$ cat src/rtl/hazard_scoreboard_pkg.sv
// ---------------------------------------------------------------------------
// hazard_scoreboard_pkg
// Shared pipeline definitions for the issue-stage interlock: register file
// geometry, result-latency encodings and the register address type.
// No ports (package).
// ---------------------------------------------------------------------------
package hazard_scoreboard_pkg;

   localparam int NREG = 8;
   localparam int AW   = 3;
   localparam int LW   = 2;

   // Cycles from issue until the result reaches the bypass point.
   localparam logic [LW-1:0] LAT_ALU  = 2'd0;
   localparam logic [LW-1:0] LAT_LOAD = 2'd2;
   localparam logic [LW-1:0] LAT_MUL  = 2'd3;

   typedef logic [AW-1:0] reg_addr_t;

endpackage : hazard_scoreboard_pkg

$ cat src/rtl/hazard_scoreboard_reg_countdown.sv
// ---------------------------------------------------------------------------
// reg_countdown
// One per-register result countdown. Counts the cycles remaining until the
// register's in-flight result is available to a consumer.
// Ports:
//   clk        in  clock
//   rst_n      in  synchronous active-low reset
//   i_flush    in  clear the counter (squash in-flight result)
//   i_load     in  load i_load_val (new producer accepted)
//   i_load_val in  LW  latency of the new producer
//   o_cnt      out LW  current countdown value
// ---------------------------------------------------------------------------
module reg_countdown
   import hazard_scoreboard_pkg::*;
#(
   parameter int CW = 2
) (
   input  logic          clk,
   input  logic          rst_n,
   input  logic          i_flush,
   input  logic          i_load,
   input  logic [CW-1:0] i_load_val,
   output logic [CW-1:0] o_cnt
);

   logic [CW-1:0] r_cnt;

   // Countdown register: flush beats load, load beats decrement.
   always_ff @(posedge clk) begin
      if (!rst_n) begin
         r_cnt <= {CW{1'b0}};
      end else if (i_flush) begin
         r_cnt <= {CW{1'b0}};
      end else if (i_load) begin
         r_cnt <= i_load_val;
      end else if (r_cnt != {CW{1'b0}}) begin
         r_cnt <= r_cnt - CW'(1);
      end else begin
         r_cnt <= r_cnt;
      end
   end

   assign o_cnt = r_cnt;

endmodule : reg_countdown

$ cat src/rtl/hazard_scoreboard.sv
// ---------------------------------------------------------------------------
// hazard_scoreboard
// Issue-stage interlock. Tracks the remaining result latency of every
// destination register and stalls an instruction whose sources (RAW) or
// destination (WAW) collide with a result not yet available.
// Ports:
//   clk            in  clock
//   rst_n          in  synchronous active-low reset
//   issue_valid    in  decode presents an instruction
//   issue_rs1/rs2  in  AW  source registers
//   issue_use_rs1/2 in     instruction reads the source
//   issue_rd       in  AW  destination register
//   issue_regwrite in      instruction writes rd
//   issue_lat      in  LW  result latency (0 = available next issue)
//   flush          in      squash all in-flight state
//   stall          out     hold decode this cycle (combinational)
//   pending        out NREG per-register "result outstanding"
//   stall_count    out SW  saturating count of stalled cycles
// ---------------------------------------------------------------------------
module hazard_scoreboard
   import hazard_scoreboard_pkg::*;
#(
   parameter int NREG = 8,
   parameter int AW   = 3,
   parameter int LW   = 2,
   parameter int SW   = 16
) (
   input  logic            clk,
   input  logic            rst_n,
   input  logic            issue_valid,
   input  logic [AW-1:0]   issue_rs1,
   input  logic [AW-1:0]   issue_rs2,
   input  logic            issue_use_rs1,
   input  logic            issue_use_rs2,
   input  logic [AW-1:0]   issue_rd,
   input  logic            issue_regwrite,
   input  logic [LW-1:0]   issue_lat,
   input  logic            flush,
   output logic            stall,
   output logic [NREG-1:0] pending,
   output logic [SW-1:0]   stall_count
);

   logic [LW-1:0] w_cnt [NREG];
   logic          w_raw;
   logic          w_waw;
   logic          w_stall;
   logic          w_accept;
   logic [SW-1:0] r_stall_count;

   // Register 0 is hard-wired zero, so it never carries a result.
   assign w_cnt[0] = {LW{1'b0}};

   for (genvar g = 1; g < NREG; g++) begin : g_cnt
      logic w_load;
      assign w_load = w_accept && issue_regwrite && (issue_rd == AW'(g));

      reg_countdown #(
         .CW (LW)
      ) u_cnt (
         .clk        (clk),
         .rst_n      (rst_n),
         .i_flush    (flush),
         .i_load     (w_load),
         .i_load_val (issue_lat),
         .o_cnt      (w_cnt[g])
      );
   end

   // Hazard detection. cnt[0] is constant 0, which makes source/destination 0
   // hazard-free without extra compares. WAW only fires when the new result
   // would land before the outstanding one (out-of-order completion).
   always_comb begin
      w_raw = 1'b0;
      w_waw = 1'b0;
      if (issue_use_rs1 && (w_cnt[issue_rs1] != {LW{1'b0}})) begin
         w_raw = 1'b1;
      end else if (issue_use_rs2 && (w_cnt[issue_rs2] != {LW{1'b0}})) begin
         w_raw = 1'b1;
      end else begin
         w_raw = 1'b0;
      end
      if (issue_regwrite && (issue_rd != {AW{1'b0}}) && (issue_lat < w_cnt[issue_rd])) begin
         w_waw = 1'b1;
      end else begin
         w_waw = 1'b0;
      end
   end

   assign w_stall  = issue_valid && !flush && (w_raw || w_waw);
   assign w_accept = issue_valid && !flush && !w_stall;

   // Pending vector derived straight from the counter registers.
   always_comb begin
      pending = {NREG{1'b0}};
      for (int r = 0; r < NREG; r++) begin
         pending[r] = (w_cnt[r] != {LW{1'b0}});
      end
   end

   // Saturating stall counter; survives flush, cleared only by reset.
   always_ff @(posedge clk) begin
      if (!rst_n) begin
         r_stall_count <= {SW{1'b0}};
      end else if (w_stall && (r_stall_count != {SW{1'b1}})) begin
         r_stall_count <= r_stall_count + SW'(1);
      end else begin
         r_stall_count <= r_stall_count;
      end
   end

   assign stall       = w_stall;
   assign stall_count = r_stall_count;

endmodule : hazard_scoreboard

$ cat config.mk
export PLATFORM = sky130hd
export DESIGN_NAME = hazard_scoreboard
export DESIGN_NICKNAME = d
export VERILOG_FILES = /design/src/rtl/hazard_scoreboard_pkg.sv /design/src/rtl/hazard_scoreboard_reg_countdown.sv /design/src/rtl/hazard_scoreboard.sv
export SDC_FILE = /design/constraint.sdc
export NUM_CORES = 1
export LEC_CHECK = 0
export BUFFER_PORTS_ARGS = -buffer_cell sky130_fd_sc_hd__buf_2
export CAP_MARGIN = 10
export CELL_PAD_IN_SITES_DETAIL_PLACEMENT = 0
export CELL_PAD_IN_SITES_GLOBAL_PLACEMENT = 1
export CORE_MARGIN = 5
export CORE_UTILIZATION = 40
export CTS_CLUSTER_DIAMETER = 40
export DETAILED_ROUTE_END_ITERATION = 8
export GPL_TIMING_DRIVEN = 1
export PLACE_DENSITY = 0.88
export SETUP_SLACK_MARGIN = 0.2
export SLEW_MARGIN = 10
export SYNTH_ARGS = -nofsm -noshare
export SYNTH_HDL_FRONTEND = slang
export SYNTH_SLANG_ARGS = --single-unit
$ cat constraint.sdc
create_clock -name clk -period 6.05 [get_ports clk]
set_input_delay 1.21 -clock clk [delete_from_list [all_inputs] [get_ports clk]]
set_output_delay 1.21 -clock clk [all_outputs]
set_load 0.01 [all_outputs]
Yosys cells after proc, flatten, opt, wreduce, memory -nomap -nowiden
Index checks and enable logic that the tools add are counted.
- register bits: 30
- input port bits: 18
- output and inout bits: 25
- word-level logic and storage cells: 95
- $add $sub $neg: 8
- $lt $le $gt $ge: 4
- eq/ne operators: 8
- mux-type cells: 26
- bitwise operators: 4
- reductions and logical operators: 37
- operator list (kind ; number):
    2-to-1 mux 2 bit ; 20
    nonzero test 2 bit ; 16
    binary-select mux 2 bit (select 3 bit) ; 3
    adder 16 x 1 -> 16 bit (second input constant) ; 1
    logical AND 1 bit ; 16
    inequality test 16 bit (second input constant) ; 1
    subtractor 2 x 1 -> 2 bit (second input constant) ; 7
    equality test 3 bit (second input constant) ; 4
    greater-or-equal comparator 4 bit (second input constant) ; 3
    inverter 3 -> 4 bit ; 3
    equality test 3 x 2 -> 1 bit (second input constant) ; 2
    equality test 3 x 1 -> 1 bit (second input constant) ; 1
    2-to-1 mux 1 bit ; 3
    nonzero test 3 bit ; 1
    logical NOT 1 bit ; 2
    < comparator 2 bit ; 1
    OR reduction 2 bit ; 1
    logical OR 1 bit ; 1
    inverter 1 bit ; 1

Logic depth before layout (Yosys ltp)
Gate-level depths: netlist of the first run.
- word-level depth: 15
- mapped depth: 14
- gate-level depth less buffers: 11

Modules after synthesis
From an unflattened synthesis of the first run, not the netlist that was laid out.
- cells, all modules: 264
- area total of the unflattened synthesis: 2220.9 sq um
- modules (own cells, without submodules) (module ; times used ; cells an instance ; area each (sq um) ; seq. area each (sq um)):
    hazard_scoreboard ; 1 ; 173 ; 1345.0 ; 320.3
    reg_countdown ; 7 ; 13 ; 125.1 ; 40.0

Least setup slack after synthesis of the first run
Ideal clock, no wire load.
- path kind: input to output
- start: input port issue_rd[0]
- end: output port stall
- data arrival time: 3151 ps
- required time: 4840 ps
- slack: 1689 ps
- stages on the path: 11
- buffers on the path: 3
- cells stage by stage: buf_2 and2b_1 a221o_1 o21ai_0 ha_1 o21ai_0 o2111a_1 a211oi_2 buf_6 buf_4 nor2_1
- cells in the longest elaborated chain, start to end: 9
- elaborated cells between the ends (all ways): 11
- classes of those cells: order compare: 1; mux: 4; bitwise: 1; reduce/logical: 5
- RTL lines (element ; line ; text):
    from (decl) ; hazard_scoreboard.sv:35 ; input logic [AW-1:0] issue_rd,
    inverter 3 -> 4 bit (implied by the code) ; hazard_scoreboard.sv:83 ; if (issue_regwrite && (issue_rd != {AW{1'b0}}) && (issue_lat < w_cnt[issue_rd])) begin
    binary-select mux 2 bit (select 3 bit) ; hazard_scoreboard.sv:83 ;
    2-to-1 mux 2 bit (implied by the code) (2 in a row) ; hazard_scoreboard.sv:83 ;
    < comparator 2 bit ; hazard_scoreboard.sv:83 ;
    logical AND 1 bit * ; hazard_scoreboard.sv:83 ;
    2-to-1 mux 1 bit * ; hazard_scoreboard.sv:83 ;
    logical OR 1 bit * ; hazard_scoreboard.sv:90 ; assign w_stall = issue_valid && !flush && (w_raw || w_waw);
    logical AND 1 bit * ; hazard_scoreboard.sv:90 ;
    to (decl) ; hazard_scoreboard.sv:39 ; output logic stall,
Mark *: on every way between the ends. The rest lies on a longest branch, timed or not. The select of a mux whose other input is x is not followed.

Worst setup path after layout of the first run
Ends and elaborated chain as after synthesis.

==> flow_metrics.env, run 1 <==
export IMPL_dieArea_sq_um=6954
export IMPL_power_density_nw_per_um2=168.3
export IMPL_fin_crit_ns=4.635
export IMPL_required_ns=4.84
export IMPL_numPortBuffers=41
export IMPL_setup_tns_ns=0
export IMPL_rows=26
export IMPL_grt_pass1_wl_mm=8.907
export IMPL_cts_buffer_depth=2
export IMPL_clkSinkCount=30
export IMPL_crit_start="issue_rd[0]"
export IMPL_ys_types=47
export IMPL_cts_resized=0
export IMPL_fin_skew_ns=0.002909
export IMPL_area_delta_synth_final_pct=14.75
export IMPL_start_kind="input pin"
export IMPL_worst_slack_ns=1.415
export IMPL_hold_start="stall_count[1]"
export IMPL_final_setup_viol_count=0
export IMPL_vias=2004
export IMPL_min_period_over_period_pct=76.61
export IMPL_route_detailed_drc=0
export IMPL_routabilityCongestion=0.9070
export IMPL_ys_seq_area_share_pct=27.87
export IMPL_stdcell_area_sq_um=2472
export IMPL_yosysWarnings=0
export IMPL_synth_fp_nets=292
export IMPL_clkTransAtPathRegs_ns=0.06
export IMPL_worstSkewPairLatency_ns=0.28
export IMPL_rsz0062_at_grt="false"
export IMPL_cp_end_kind="output port"
export IMPL_avgRoutedWirePerCell_um=13.66
export IMPL_avgViaCountPerCell=5.387
export IMPL_critPathKind="in2out"
export IMPL_drv_cap=0
export IMPL_place_hpwl_mm=3.973
export IMPL_worstMarginPinSlew_ns=0.4777
export IMPL_antenna_found_initial=0
export IMPL_drt_total_wl_mm=5.083
export IMPL_die_h_um=83.39
export IMPL_drive_above_1_share_pct=19.54
export IMPL_fmax_mhz=215.7
export IMPL_r2r_start="g_cnt[6].u_cnt.o_cnt[1]"
export IMPL_path_max_fanout=32
export IMPL_dominantRegCellSynth="dfxtp_1"
export IMPL_ctsHoldBuffers=0
export IMPL_status="completed"
export IMPL_synthArstFlopShare_pct=0
export IMPL_most_common_layout_cells="buf_2, nand2_1, dfxtp_1"
export IMPL_track_usage_pct=15.21
export IMPL_root_buffer="clkbuf_8"
export IMPL_final_hold_violation_count=0
export IMPL_synthCells=265
export IMPL_grt_pass1_vias=1833
export IMPL_core_area_sq_um=5172
export IMPL_slew_viol_final=0
export IMPL_ant_nets=0
export IMPL_synth_edf_count=0
export IMPL_cts_made_buffers=5
export IMPL_synth_area_sq_um=2155
export IMPL_synth_seq_cells=30
export IMPL_grt_overflow=0
export IMPL_n_antenna_cell=0
export IMPL_post_cts_buffers=0
export IMPL_syn_area_per_cell_sq_um=8.130
export IMPL_htreeDepth=2
export IMPL_finalPower_mw=0.4162
export IMPL_arrival_ns=3.43
export IMPL_preCtsSetupSlack_ns=1.437
export IMPL_cts_tree="done"
export IMPL_layout_cells_most_common="buf_2"
export IMPL_initial_core_util_pct=41.65
export IMPL_fp_dieW_um=83.39
export IMPL_dr_pass1_iters=4
export IMPL_grt_max_degree=33
export IMPL_io_pins=43
export IMPL_final_nets=330
export IMPL_placedInstanceArea_sq_um=2390
export IMPL_drt_iter0_drc=119
export IMPL_holdCritPathClass="reg2reg"
export IMPL_maxSlewHeadroom_pct=67.65
export IMPL_p_leak_nw=1.081
export IMPL_peakVddDrop_mv=0.1033
==> sequential cells by signal (all words and copies together), names as in the netlist <==
register / flops
g_cnt.u_cnt.o_cnt: 14
stall_count: 16
==> through the flow <==
step                      cells  util (%)  hold WS [ns]
final                       372     47.80        0.4956
after global routing        372     47.80        0.5245
after global placement      366     46.20        0.4767
after CTS                   372     47.80        0.4972
after detailed placement    366     46.20        0.4827
after floorplan             265         -        0.4945
==> synthesized netlist by cell type, types with 4 or more instances <==
cell type,n,area [sq um]
o21ai_0,12,60.06
nand4_1,7,43.79
a21oi_1,10,50.05
nor3b_1,5,37.54
nand2_1,40,150.1
nand3_1,6,30.03
inv_1,24,90.09
xnor2_1,7,61.31
o31ai_1,8,60.06
mux2i_1,24,240.2
nor2_1,10,37.54
ha_1,9,112.6
clkbuf_1,5,18.77
nor3_1,5,25.02
or4_1,8,60.06
dfxtp_1,30,600.6
nand4_2,4,50.05
nand2b_1,11,68.82
==> where the power goes <==
group	total (mW)	internal [mW]	switching, mW
logic	0.0560	0.0199	0.0361
registers	0.200	0.199	0.00165
clock network	0.160	0.0876	0.0722
total	0.416	0.306	0.110
==> area by class of cell <==
type	count	area (sq um)
Clock buffer	6	82.58
Fill cell	528	2700
Inverter	25	93.84
Multi-Input combinational cell	198	1388
Sequential cell	30	600.6
Tap cell	70	87.58
Timing Repair Buffer	43	220.2
==> worst paths after layout <==
kind | end | slack, ns | cells after the start
hold reg to reg | stall_count[1] | 0.50 | 2
setup reg to reg | stall_count[8] | 3.32 | 9
hold / removal | stall_count[1] | 0.50 | 2
setup / recovery | stall | 1.41 | 11
==> critical path: stages <==
cell	delay (ns)
buf_2	0.20
and2b_1	0.27
a221o_1	0.36
o21ai_0	0.09
ha_1	0.18
o21ai_0	0.11
o2111a_1	0.30
a211oi_4	0.15
buf_4	0.34
nor2_1	0.06
buf_2	0.15
==> layer usage <==
metal  routed length (um)  global-route usage (%)  up-vias  share of wire, %
li1                     -                       -     1017                 -
met1                 2361                   19.83      936                46
met2                 2377                   24.49       45                47
met3                  287                   4.059        6               5.6
met4                   57                   4.458        0               1.1
met5                    0                       0        -                 0
==> logic make-up (layout without fill, tap and decap cells) <==
kind of cell	Yosys count	after routing	synth area share, %
fa+ha+maj	9	9	5.227
flops	30	30	27.87
compound gates	44	44	14.23
simple gates	112	112	29.39
buf+inv	37	74	8.072
xor+xnor	7	7	2.846
mux	25	25	12.20
other cells	1	1	0.1740
(Power assumes the default switching activity.)
==> run 2, diff against run 1 <==
Settings changed: ABC_AREA set to 1, CORE_UTILIZATION 40 to 39, PLACE_DENSITY 0.88 to 0.89.
Clock period 6.05 ns to 4.4 ns, I/O delays scaled along.
==> flow_metrics.env, run 2 <==
export IMPL_arrival_ns=2.77
export IMPL_dieArea_sq_um=7638
export IMPL_worstMarginPinSlew_ns=1.045
export IMPL_dr_pass1_iters=4
export IMPL_yosysWarnings=0
export IMPL_required_ns=3.52
export IMPL_vias=2348
export IMPL_r2r_slack_ns=2.40
export IMPL_track_usage_pct=16.04
export IMPL_clkTransAtPathRegs_ns=0.07
export IMPL_maxSlewHeadroom_pct=30.08
export IMPL_synth_area_sq_um=2336
export IMPL_post_synth_top_area_fraction_pct=25.71
export IMPL_synth_seq_cells=30
export IMPL_nFillCells=638
export IMPL_fp_dieW_um=87.40
export IMPL_r2r_end="g_cnt[7].u_cnt.o_cnt[0]"
export IMPL_synth_most_common_cell="nand2_1"
export IMPL_synthArstFlopShare_pct=0
export IMPL_cp_end_kind="output port"
export IMPL_grt_use_met3_pct=2.649
export IMPL_grt_max_degree=18
export IMPL_stdcell_count=478
export IMPL_holdCritPathClass="reg2reg"
export IMPL_synthCells=362
export IMPL_cp_cell_sequence="buf_2 > inv_2 > nor2_1 > inv_1 > o22ai_1 > o32ai_1 > ha_1 > nor2_1 > nand2_1 > inv_1 > nand2_2 > nand2_4 > nand2_1 > inv_2 > buf_2"
export IMPL_synth_top_cell_by_area="dfxtp_1"
export IMPL_drv_cap=0
export IMPL_grt_pass1_vias=2168
export IMPL_layout_cells_most_common="nand2_1"
export IMPL_status="completed"
export IMPL_route_detailed_drc=0
export IMPL_cts_resized=0
export IMPL_io_pins=43
export IMPL_drt_total_wl_mm=5.830
export IMPL_grt_overflow=0
export IMPL_path_max_fanout=14
export IMPL_ys_types=35
export IMPL_grt_busiest_layer="met2"
export IMPL_peakVddDrop_mv=0.1083
export IMPL_power_density_nw_per_um2=228.1
export IMPL_rsz0062_at_grt="false"
export IMPL_post_cts_buffers=0
export IMPL_ant_nets=0
export IMPL_syn_area_per_cell_sq_um=6.453
export IMPL_cts_buffer_depth=2
export IMPL_ys_seq_area_share_pct=25.71
export IMPL_die_h_um=87.40
export IMPL_final_hold_violation_count=0
export IMPL_numPortBuffers=41
export IMPL_drive_above_1_share_pct=18.86
export IMPL_final_setup_viol_count=0
export IMPL_synth_fp_nets=389
export IMPL_preCtsSetupSlack_ns=0.7760
export IMPL_drt_iter0_drc=115
export IMPL_crit_buf_inv=6
export IMPL_hold_start="stall_count[11]"
export IMPL_largest_reg_flops=16
export IMPL_min_period_over_period_pct=82.89
export IMPL_final_nets=429
export IMPL_p_leak_nw=1.373
export IMPL_dp_cells=470
export IMPL_n_antenna_cell=0
export IMPL_crit_slowest_cell="nor2_1"
export IMPL_critPathKind="in2out"
export IMPL_core_area_sq_um=5886
export IMPL_cts_made_buffers=5
export IMPL_fmax_mhz=274.2
export IMPL_rows=28
export IMPL_antenna_found_initial=0
export IMPL_cts_tree="done"
export IMPL_worstRegToRegCells=12
export IMPL_cp_top_family="simple AND/OR/NAND/NOR gates"
export IMPL_ctsHoldBuffers=0
export IMPL_grt_util_met2_pct=24.38
export IMPL_root_buffer="clkbuf_8"
export IMPL_avgRoutedWirePerCell_um=12.20
export IMPL_r2r_start="g_cnt[6].u_cnt.o_cnt[1]"
export IMPL_min_to="stall_count[11]"
export IMPL_slew_viol_final=0
export IMPL_initial_core_util_pct=39.69
export IMPL_dominantRegCellSynth="dfxtp_1"
export IMPL_clkSinkCount=30
export IMPL_start_kind="input pin"
export IMPL_htreeDepth=2
export IMPL_setup_tns_ns=0
export IMPL_routabilityCongestion=0.9040
export IMPL_fin_crit_ns=3.647
export IMPL_worst_slack_ns=0.7529
export IMPL_synth_area_leaders="dfxtp_1, nand2_1, nor2_1, inv_1, xor2_1"
export IMPL_synth_edf_count=0
export IMPL_avgViaCountPerCell=4.912
export IMPL_most_common_layout_cells="nand2_1, nor2_1, inv_1"
export IMPL_worstSkewPairLatency_ns=0.28
export IMPL_place_hpwl_mm=4.449
export IMPL_synth_common_cells="nand2_1, nor2_1, inv_1"
export IMPL_grt_pass1_wl_mm=9.901
export IMPL_max_stage_delay_ns=0.32
export IMPL_fin_skew_ns=0.01125
export IMPL_area_delta_synth_final_pct=14.62
export IMPL_whs_path_depth=2
export IMPL_met1_usage_pct=23.00
[run 2: cell types whose count changed after synthesis, moves of 11 or more]
cell      previous run  this run
nor2_1              10        48
nand2b_1            11         0
nand4_1              7        19
mux2i_1             24         0
nand3_1              6        29
inv_1               24        44
xor2_1               0        17
nand2_1             40        90
[run 2: layout make-up]
cell class,instances,area [sq um],share of cell area [%]
Clock buffer,6,82.58,3.084
Clock inverter,2,12.51,0.4673
Inverter,49,186.4,6.963
Multi-Input combinational cell,274,1489,55.61
Sequential cell,30,600.6,22.43
Tap cell,75,93.84,3.505
Timing Repair Buffer,42,212.7,7.944
[run 2: where the power goes]
group | switching (mW) | internal, mW | total, mW
combinational | 0.0656 | 0.0313 | 0.0969
sequential | 0.00305 | 0.274 | 0.277
clock | 0.111 | 0.126 | 0.237
total | 0.180 | 0.431 | 0.611
[run 2: logic make-up (layout without fill, tap and decap cells)]
| family | Yosys count | in the layout | synth area share (%) |
|---|---|---|---|
| AOI/OAI and AO/OA | 31 | 31 | 7.070 |
| DFF | 30 | 30 | 25.71 |
| buffers and inverters | 58 | 99 | 10.55 |
| other | 1 | 1 | 0.1605 |
| xor gates and xnor gates | 21 | 21 | 7.873 |
| and+or+nand+nor | 212 | 212 | 43.81 |
| adders and majority gates | 9 | 9 | 4.821 |
[run 2: worst max-delay path by stage]
| stage | startpoint | endpoint | slack, ns | cells after the start |
|---|---|---|---|---|
| 6_report | issue_rd[0] | stall | 0.75 | 15 |
| 5_1_grt | issue_rd[0] | stall | 0.53 | 15 |
| 4_1_cts | issue_rd[0] | stall | 0.77 | 15 |
| 2_1_floorplan | issue_rd[0] | stall | 1.25 | 14 |
| 3_5_place_dp | issue_rd[0] | stall | 0.78 | 15 |
| 3_3_place_gp | issue_rd[0] | stall | 0.85 | 15 |
[run 2: routing by layer]
layer  share of wire (%)  vias up  wire length, um
met4                 1.4        0               82
li1                    -     1245                -
met1                  52     1045             3006
met5                   0        -                0
met3                 4.2        8              247
met2                  43       50             2495
[run 2: per-stage QoR]
stage / hold WS (ns) / util [%] / instance area [sq um] / power (mW)
floorplan: 0.5065 / - / 2336 / 0.3547
global placement: 0.4901 / 43.88 / 2582 / 0.3785
detailed placement: 0.4943 / 43.88 / 2582 / 0.3797
CTS: 0.5071 / 45.49 / 2678 / 0.6128
global route: 0.5358 / 45.49 / 2678 / 0.6379
finish: 0.5059 / 45.49 / 2678 / 0.6106
[run 2: worst register-to-register path, delay by kind of cell (launching register included)]
family                   cells  cell delay [ns]
flip-flops                   1             0.31
adder cells (fa/ha/maj)      1             0.21
buffers and inverters        1             0.13
AO/OA/AOI/OAI                3             0.47
AND/OR/NAND/NOR              7             0.82
